`src/rtl/uart_tx_engine.sv`:
```
// UART transmit engine: one word per valid/ready handshake, serialised LSB-first
// as start, DATA_W data bits, optional even/odd parity and one or two stop bits.
module uart_tx_engine #(
  parameter int DATA_W = 8,
  parameter int DIV_W  = 16
) (
  input  logic              clk,
  input  logic              reset,
  input  logic [DIV_W-1:0]  baud_div,
  input  logic              parity_en,
  input  logic              parity_odd,
  input  logic              two_stop,
  input  logic [DATA_W-1:0] tx_data,
  input  logic              tx_valid,
  output logic              tx_ready,
  output logic              tx_out,
  output logic              tx_busy,
  output logic              tx_done
);

  localparam int BIT_W = $clog2(DATA_W + 1);
  localparam logic [BIT_W-1:0] LAST_DATA = BIT_W'(DATA_W - 1);

  typedef enum logic [2:0] {IDLE, START, DATA, PARITY, STOP} state_t;

  // Per-frame configuration captured at accept; div already clamped to >= 1.
  typedef struct packed {
    logic [DIV_W-1:0] div;
    logic             par_en;
    logic             par_bit;
    logic             two_stop;
  } cfg_t;

  state_t            state_q, state_d;
  cfg_t              cfg_q, cfg_d;
  logic [DATA_W-1:0] shift_q, shift_d;
  logic [DIV_W-1:0]  baud_q, baud_d;
  logic [BIT_W-1:0]  bit_q, bit_d;
  logic              tx_out_q, tx_out_d;
  logic              done_q, done_d;
  logic              accept;
  logic              bit_end;

  assign accept  = tx_valid && (state_q == IDLE);
  assign bit_end = (baud_q == cfg_q.div - DIV_W'(1));

  always_ff @(posedge clk or negedge reset) begin
    if (!reset) begin
      state_q  <= IDLE;
      cfg_q    <= '0;
      shift_q  <= '0;
      baud_q   <= '0;
      bit_q    <= '0;
      tx_out_q <= 1'b1;
      done_q   <= 1'b0;
    end else begin
      state_q  <= state_d;
      cfg_q    <= cfg_d;
      shift_q  <= shift_d;
      baud_q   <= baud_d;
      bit_q    <= bit_d;
      tx_out_q <= tx_out_d;
      done_q   <= done_d;
    end
  end

  always_comb begin
    state_d  = state_q;
    cfg_d    = cfg_q;
    shift_d  = shift_q;
    baud_d   = baud_q;
    bit_d    = bit_q;
    done_d   = 1'b0;
    tx_out_d = 1'b1;

    if (state_q != IDLE)
      baud_d = bit_end ? '0 : baud_q + DIV_W'(1);

    case (state_q)
      IDLE: begin
        if (accept) begin
          state_d        = START;
          shift_d        = tx_data;
          baud_d         = '0;
          bit_d          = '0;
          cfg_d.div      = (baud_div == '0) ? DIV_W'(1) : baud_div;
          cfg_d.par_en   = parity_en;
          cfg_d.par_bit  = (^tx_data) ^ parity_odd;
          cfg_d.two_stop = two_stop;
        end
      end
      START: begin
        if (bit_end) state_d = DATA;
      end
      DATA: begin
        if (bit_end) begin
          shift_d = shift_q >> 1;
          if (bit_q == LAST_DATA) begin
            bit_d   = '0;
            state_d = cfg_q.par_en ? PARITY : STOP;
          end else begin
            bit_d = bit_q + BIT_W'(1);
          end
        end
      end
      PARITY: begin
        if (bit_end) state_d = STOP;
      end
      STOP: begin
        if (bit_end) begin
          if (bit_q == BIT_W'(cfg_q.two_stop)) begin
            bit_d   = '0;
            state_d = IDLE;
            done_d  = 1'b1;
          end else begin
            bit_d = bit_q + BIT_W'(1);
          end
        end
      end
      default: state_d = IDLE;
    endcase

    // Line level is registered from the next state so the start bit begins
    // the cycle right after the handshake edge.
    case (state_d)
      START:   tx_out_d = 1'b0;
      DATA:    tx_out_d = shift_d[0];
      PARITY:  tx_out_d = cfg_d.par_bit;
      default: tx_out_d = 1'b1;
    endcase
  end

  assign tx_ready = (state_q == IDLE);
  assign tx_busy  = (state_q != IDLE);
  assign tx_out   = tx_out_q;
  assign tx_done  = done_q;

endmodule

```
`config.mk`:
```
export PLATFORM = sky130hd
export DESIGN_NAME = uart_tx_engine
export DESIGN_NICKNAME = d
export VERILOG_FILES = /design/src/rtl/uart_tx_engine.sv
export SDC_FILE = /design/constraint.sdc
export NUM_CORES = 1
export LEC_CHECK = 0
export ABC_AREA = 1
export CORE_MARGIN = 2
export CORE_UTILIZATION = 63
export CTS_CLUSTER_SIZE = 25
export DETAILED_ROUTE_END_ITERATION = 10
export HOLD_SLACK_MARGIN = 0.05
export PLACE_DENSITY_LB_ADDON = 0.1
export REMOVE_ABC_BUFFERS = 1
export SLEW_MARGIN = 20
export SYNTH_ARGS = -nofsm -noshare
export SYNTH_HDL_FRONTEND = slang
export SYNTH_SLANG_ARGS = --single-unit
```
`constraint.sdc`:
```
create_clock -name clk -period 6.9 [get_ports clk]
set_input_delay 1.38 -clock clk [delete_from_list [all_inputs] [get_ports clk]]
set_output_delay 1.38 -clock clk [all_outputs]
set_load 0.05 [all_outputs]
```
==> results of run 1 <==
==> cell type report <==
cell class	count	area [um^2]
well taps	72	90.1
repair buffers	34	333
flip-flops and latches	52	1300
clock buffers	8	90.1
fillers	459	1460
inverters	78	293
multi-input cells	386	1980
==> layer usage <==
metal  GRT usage  up-vias  routed length, um
li1            -     1720                  -
met1       0.418     1634               4010
met2       0.484       88               3990
met3      0.0486       12                508
met4      0.0780        0                137
met5           0        -                  0
==> placed cells by master, fill, tap and decap left out, types with 2 or more instances in the layout <==
| cell type | Yosys | layout |
|---|---|---|
| nor4_1 | 7 | 7 |
| inv_1 | 73 | 73 |
| clkbuf_8 | 0 | 6 |
| nor2_2 | 8 | 8 |
| nand3_1 | 61 | 61 |
| o211ai_1 | 7 | 7 |
| o21ai_0 | 19 | 19 |
| a21oi_1 | 5 | 5 |
| nand4_1 | 4 | 4 |
| nor2_4 | 6 | 6 |
| nand2_1 | 164 | 164 |
| nor3_1 | 8 | 8 |
| nor2_1 | 42 | 42 |
| nand3b_1 | 4 | 4 |
| nand3_2 | 4 | 4 |
| dfrtp_1 | 51 | 51 |
| ha_1 | 3 | 3 |
| xor2_1 | 10 | 10 |
| nand2_4 | 3 | 3 |
| clkbuf_1 | 5 | 2 |
| inv_2 | 4 | 4 |
| xnor2_1 | 13 | 13 |
| nand2_2 | 7 | 7 |
| clkdlybuf4s50_1 | 0 | 32 |
==> synth_stat cells (4+ instances only) <==
cell type | count | share of area
nand4_1 | 4 | 0.0069
nand3_1 | 61 | 0.084
a21oi_1 | 5 | 0.0069
o21ai_0 | 19 | 0.026
nand2_1 | 164 | 0.17
nand3b_1 | 4 | 0.0083
inv_2 | 4 | 0.0041
nor2_1 | 42 | 0.044
nor2_4 | 6 | 0.019
xor2_1 | 10 | 0.024
nor4_1 | 7 | 0.012
nand2_2 | 7 | 0.012
clkbuf_1 | 5 | 0.0052
o211ai_1 | 7 | 0.015
inv_1 | 73 | 0.076
xnor2_1 | 13 | 0.031
dfrtp_1 | 51 | 0.35
nor3_1 | 8 | 0.011
nand3_2 | 4 | 0.011
nor2_2 | 8 | 0.014
==> worst paths after layout <==
check | start | to | slack (ns) | cells after the start
max in group asynchronous | reset | shift_q[2] | 5.30 | 2
setup reg to reg | state_q[2] | tx_out | 3.90 | 11
hold reg to reg | shift_q[7] | shift_q[7] | 0.49 | 2
hold / removal | shift_q[7] | shift_q[7] | 0.49 | 2
setup / recovery | state_q[2] | tx_ready | 3.29 | 4
min in group asynchronous | reset | baud_q[13] | 1.17 | 2
==> power by group <==
group	switching [W]	internal (W)	leakage [nW]
Clock	0.000101	0.0000821	0.0455
Sequential	0	0.000304	0.624
Combinational	0.0000155	0.0000194	1.46
==> metrics by stage <==
stage / area [um^2] / hold slack, ns / utilization
4_1_cts: 4090 / 0.491 / 0.737
5_1_grt: 4090 / 0.516 / 0.737
3_5_place_dp: 4000 / 0.469 / 0.721
2_1_floorplan: 3570 / 0.443 / -
6_report: 4090 / 0.489 / 0.737
3_3_place_gp: 4000 / 0.460 / 0.721
==> worst max-delay path, stage by stage, from the launching register on <==
cell and delay (ns):
dfrtp_1 0.44, nor2_1 0.26, inv_2 0.08, nor2_2 0.27
clkdlybuf4s50_1 0.87
==> flip-flops by register name (all words and copies together) (netlist names) <==
| register | cells |
|---|---|
| cfg_q | 19 |
| baud_q | 16 |
| shift_q | 8 |
| bit_q | 4 |
| state_q | 3 |
| tx_done | 1 |
| tx_out | 1 |
==> cells by family after synthesis <==
kind of cell | after synthesis | share of synthesized area
xor+xnor | 23 | 0.0557
fa+ha+maj | 3 | 0.0104
buf+inv | 86 | 0.0937
simple gates | 321 | 0.411
mux | 1 | 0.00277
compound gates | 38 | 0.0667
flops | 52 | 0.360
==> results.md, run 1 <==
- Grt total ovfl: 0
- Port buffer count: 33
- Routed len/inst: 13.7 um
- CTS Buf Count: 5
- Crit path max fanout: 6
- Placed insts: 622
- Vias after detailed routing: 3454
- Register area share after synthesis: 0.360
- Post-synth EDFFs: 0
- P_leak: 2.13 nW
- Core area: 5540 um^2
- # Post-CTS Setup Buffers: 0
- Tot Pwr: 0.000523 W
- Required time of the critical path: 5.52 ns
- DP Worst Slack: 3.22 ns
- Maximum clock frequency: 0.277 GHz
- Antenna fix cells: 0
- Startpoint Class: register
- Pwr Density: 128 nW/um^2
- Crit share post-route: 0.523
- Crit end category: output port
- Initial DRC Count: 256
- Synth async-reset ratio: 1.00
- Avg Cell Area, Syn: 6.91 um^2
- Via-to-Cell Ratio: 5.48
- Slew margin rel.: 0.388
- Worst-Skew Late Latency: 0.31 ns
- Netlist cell types: 37
- Yosys warnings: 0
- Root Driver: clkbuf_8
- Initial antenna violation count: 0
- Clock slew at reported path FFs: 0.09 ns
- Final setup margin: 3.29 ns
- Initial DRT Pass Iterations: 5
- Worst VDD drop: 91.1 uV
- Initial Utilization: 0.653
- Final setup vio count: 0
- Worst-Margin Slew: 0.917 ns
- Die Span Y: 79.8 um
- Antenna Nets Post-Route: 0
- First-pass GRT wire length: 15.1 mm
- CTS Buffer Depth: 2
- Layout cells sized above 1: 0.0824
- Final #Nets: 590
- # IOs: 34
- Largest net degree at the start of global routing: 53
- Row cnt: 27
- Final Non-Filler Cells: 630
- Number of global-route vias before repair: 3341
- Ys flop type: dfrtp_1
- Cells after synthesis: 524
- Setup TNS: 0 ns
- Final Hold Fails: 0
- Outcome: completed
- Chip width: 79.8 um
- Max-slew violation count: 0
- GRT Total Usage: 0.299
- TritonCTS clock tree: built
- Worst Hold Class: reg -> reg
- Min Tclk post-route: 3.61 ns
- Post-CTS Hold Buffers: 0
- Routed WL: 8.64 mm
- Max-cap violations: 0
- Growth of design area from synthesis to finish: 12.9%
- CTS sink count: 52
- Critical path class: reg -> out
- Htree depth: 2
- DRC: 0
- Layout Skew: 0.00946 ns
- GPL Wtd Cong: 0.950
- Synth Register Bits: 52
- Die area: 6370 um^2
- PostCTS Resize Cnt: 0
- Post-DP HPWL: 6.73 mm
- Mapped cell area: 3620 um^2
- Arrival @ worst endpoint: 2.23 ns
- RSZ-0062 raised after global routing: false
(Power assumes the default switching activity.)
==> inputs of run 2 (changes only) <==
CORE_UTILIZATION = 52   (was 63)
clock period = 3.3 ns   (was 6.9 ns; I/O delays follow)
==> run 2 against run 1 <==
Compared with the run above: flip-flop and latch count is the same; design area grew 0.83%; clock-buffer cell count shrank 3; first-iteration DRC count grew 7.4%; sequential share of layout area shrank 0.26 points; via count shrank 3.0%; die area grew 20%; worst hold slack lost 0.035 ns; critical path depth is the same; clock skew shrank 0.0012 ns; global-route usage shrank 6.2 points; final cell count grew 1.7%; highest routed layer unchanged.
==> results.md, run 2 (same netlist as run 1, synthesis figures left out) <==
- Outcome: completed
- Initial antenna violation count: 0
- PostCTS Resize Cnt: 0
- Layout filler cell count: 640
- Post-layout instance area: 4120 um^2
- Largest registers: cfg_q: 19 flops, baud_q: 16 flops, shift_q: 8 flops
- Critical R2R Launch: cfg_q[3]
- Slew margin rel.: 0.567
- Worst-Margin Slew: 0.649 ns
- Maximum clock frequency: 0.337 GHz
- Worst VDD drop: 157 uV
- Highest-count cells in the layout ignoring fill and taps: 164 x nand2_1, 73 x inv_1, 61 x nand3_1, 51 x dfrtp_1, 42 x nor2_1
- Critical path class: reg -> out
- Worst reg2reg path depth: 14
- Grt total ovfl: 0
- CTS Buffer Depth: 2
- Required time of the critical path: 2.64 ns
- Min Tclk post-route: 2.97 ns
- DRC: 0
- Core area: 6760 um^2
- CTS Buf Count: 5
- Crit end category: output port
- Arrival @ worst endpoint: 2.31 ns
- CTS sink count: 52
- Largest net degree at the start of global routing: 53
- Routed len/inst: 13.1 um
- Die area: 7640 um^2
- Worst Hold Class: in -> async
- Initial Utilization: 0.536
- Crit share post-route: 0.900
- Layout cells sized above 1: 0.0909
- Pwr Density: 265 nW/um^2
- Clock slew at reported path FFs: 0.10 ns
- RR Endpoint: baud_q[5]
- GRT Total Usage: 0.237
- R2R Setup Slk: 0.73 ns
- GPL Wtd Cong: 0.936
- Startpoint Class: register
- Final setup vio count: 0
- # Post-CTS Setup Buffers: 0
- Number of global-route vias before repair: 3118
- Root Driver: clkbuf_8
- Register cell area after layout: 1300 um^2
- Initial DRC Count: 275
- Layout Skew: 0.00823 ns
- TritonCTS clock tree: built
- P_leak: 2.15 nW
- Die Span Y: 87.4 um
- Post-layout util: 0.610
- Growth of design area from synthesis to finish: 13.8%
- Post-DP HPWL: 6.55 mm
- Setup TNS: 0 ns
- Antenna Nets Post-Route: 0
- Crit path max fanout: 6
- Row cnt: 30
- Tot Pwr: 0.00109 W
- RSZ-0062 raised after global routing: false
- Placed Area: 4030 um^2
- Antenna fix cells: 0
- Final Hold Fails: 0
- Worst-Skew Late Latency: 0.31 ns
- Via-to-Cell Ratio: 5.23
- Max-slew violation count: 0
- Commonest non-fill, non-tap cell in the layout: nand2_1
- Post-CTS Hold Buffers: 0
- Routed WL: 8.38 mm
- First-pass GRT wire length: 14.4 mm
- Initial DRT Pass Iterations: 8
- Multi-input gate area: 1980 um^2
- Chip width: 87.4 um
- Most flops, register: cfg_q
- Htree depth: 2
- Max-cap violations: 0
- Max FFs per register: 19
- Vias after detailed routing: 3351
- Final #Nets: 593
- Port buffer count: 33
- # IOs: 34
## run 2: cell count changes in the layout (fill, tap and decap cells not counted)
cell      previous run  this run
buf_4                1         4
clkbuf_1             2         0
clkbuf_8             6         5
clkinv_2             0         1
clkinv_4             0         1
inv_6                0         1
## run 2: metrics by stage
step	cells	hold slack, ns	setup WS [ns]
2_1_floorplan	516	0.364	0.561
3_3_place_gp	633	0.468	0.725
3_5_place_dp	633	0.475	0.708
4_1_cts	641	0.484	0.335
5_1_grt	641	0.499	0.256
6_report	641	0.454	0.331
## run 2: worst max path at each step
stage,startpoint,endpoint,cells past startpoint
floorplan,state_q[2],tx_out,11
CTS,state_q[2],tx_ready,4
global placement,state_q[2],tx_ready,4
global route,state_q[2],tx_ready,4
detailed placement,state_q[2],tx_ready,4
finish,state_q[2],tx_ready,4
## run 2: cell type report
class,count,area share
Timing Repair Buffer,37,0.0863
Sequential cell,52,0.316
Multi-Input combinational cell,386,0.480
Inverter,78,0.0711
Tap cell,80,0.0243
Clock buffer,5,0.0167
Clock inverter,3,0.00547
## run 2: worst max-delay path: stages, from the launching register on
cell	delay (ns)
dfrtp_1	0.46
nor2_1	0.28
inv_2	0.10
nor2_2	0.29
clkdlybuf4s50_1	0.87
## run 2: power by group
group	total [W]	internal [W]	switching, W
combinational	0.0000726	0.0000405	0.0000321
sequential	0.000637	0.000637	0
clock	0.000382	0.000153	0.000230
## run 2: metal layers
layer,up-vias,share of wire,GRT usage,wire (um)
met2,75,0.44,0.360,3680
met5,-,0,0,0
met4,0,0.012,0.0503,102
li1,1724,-,-,-
met3,9,0.043,0.0398,362
met1,1543,0.51,0.354,4240
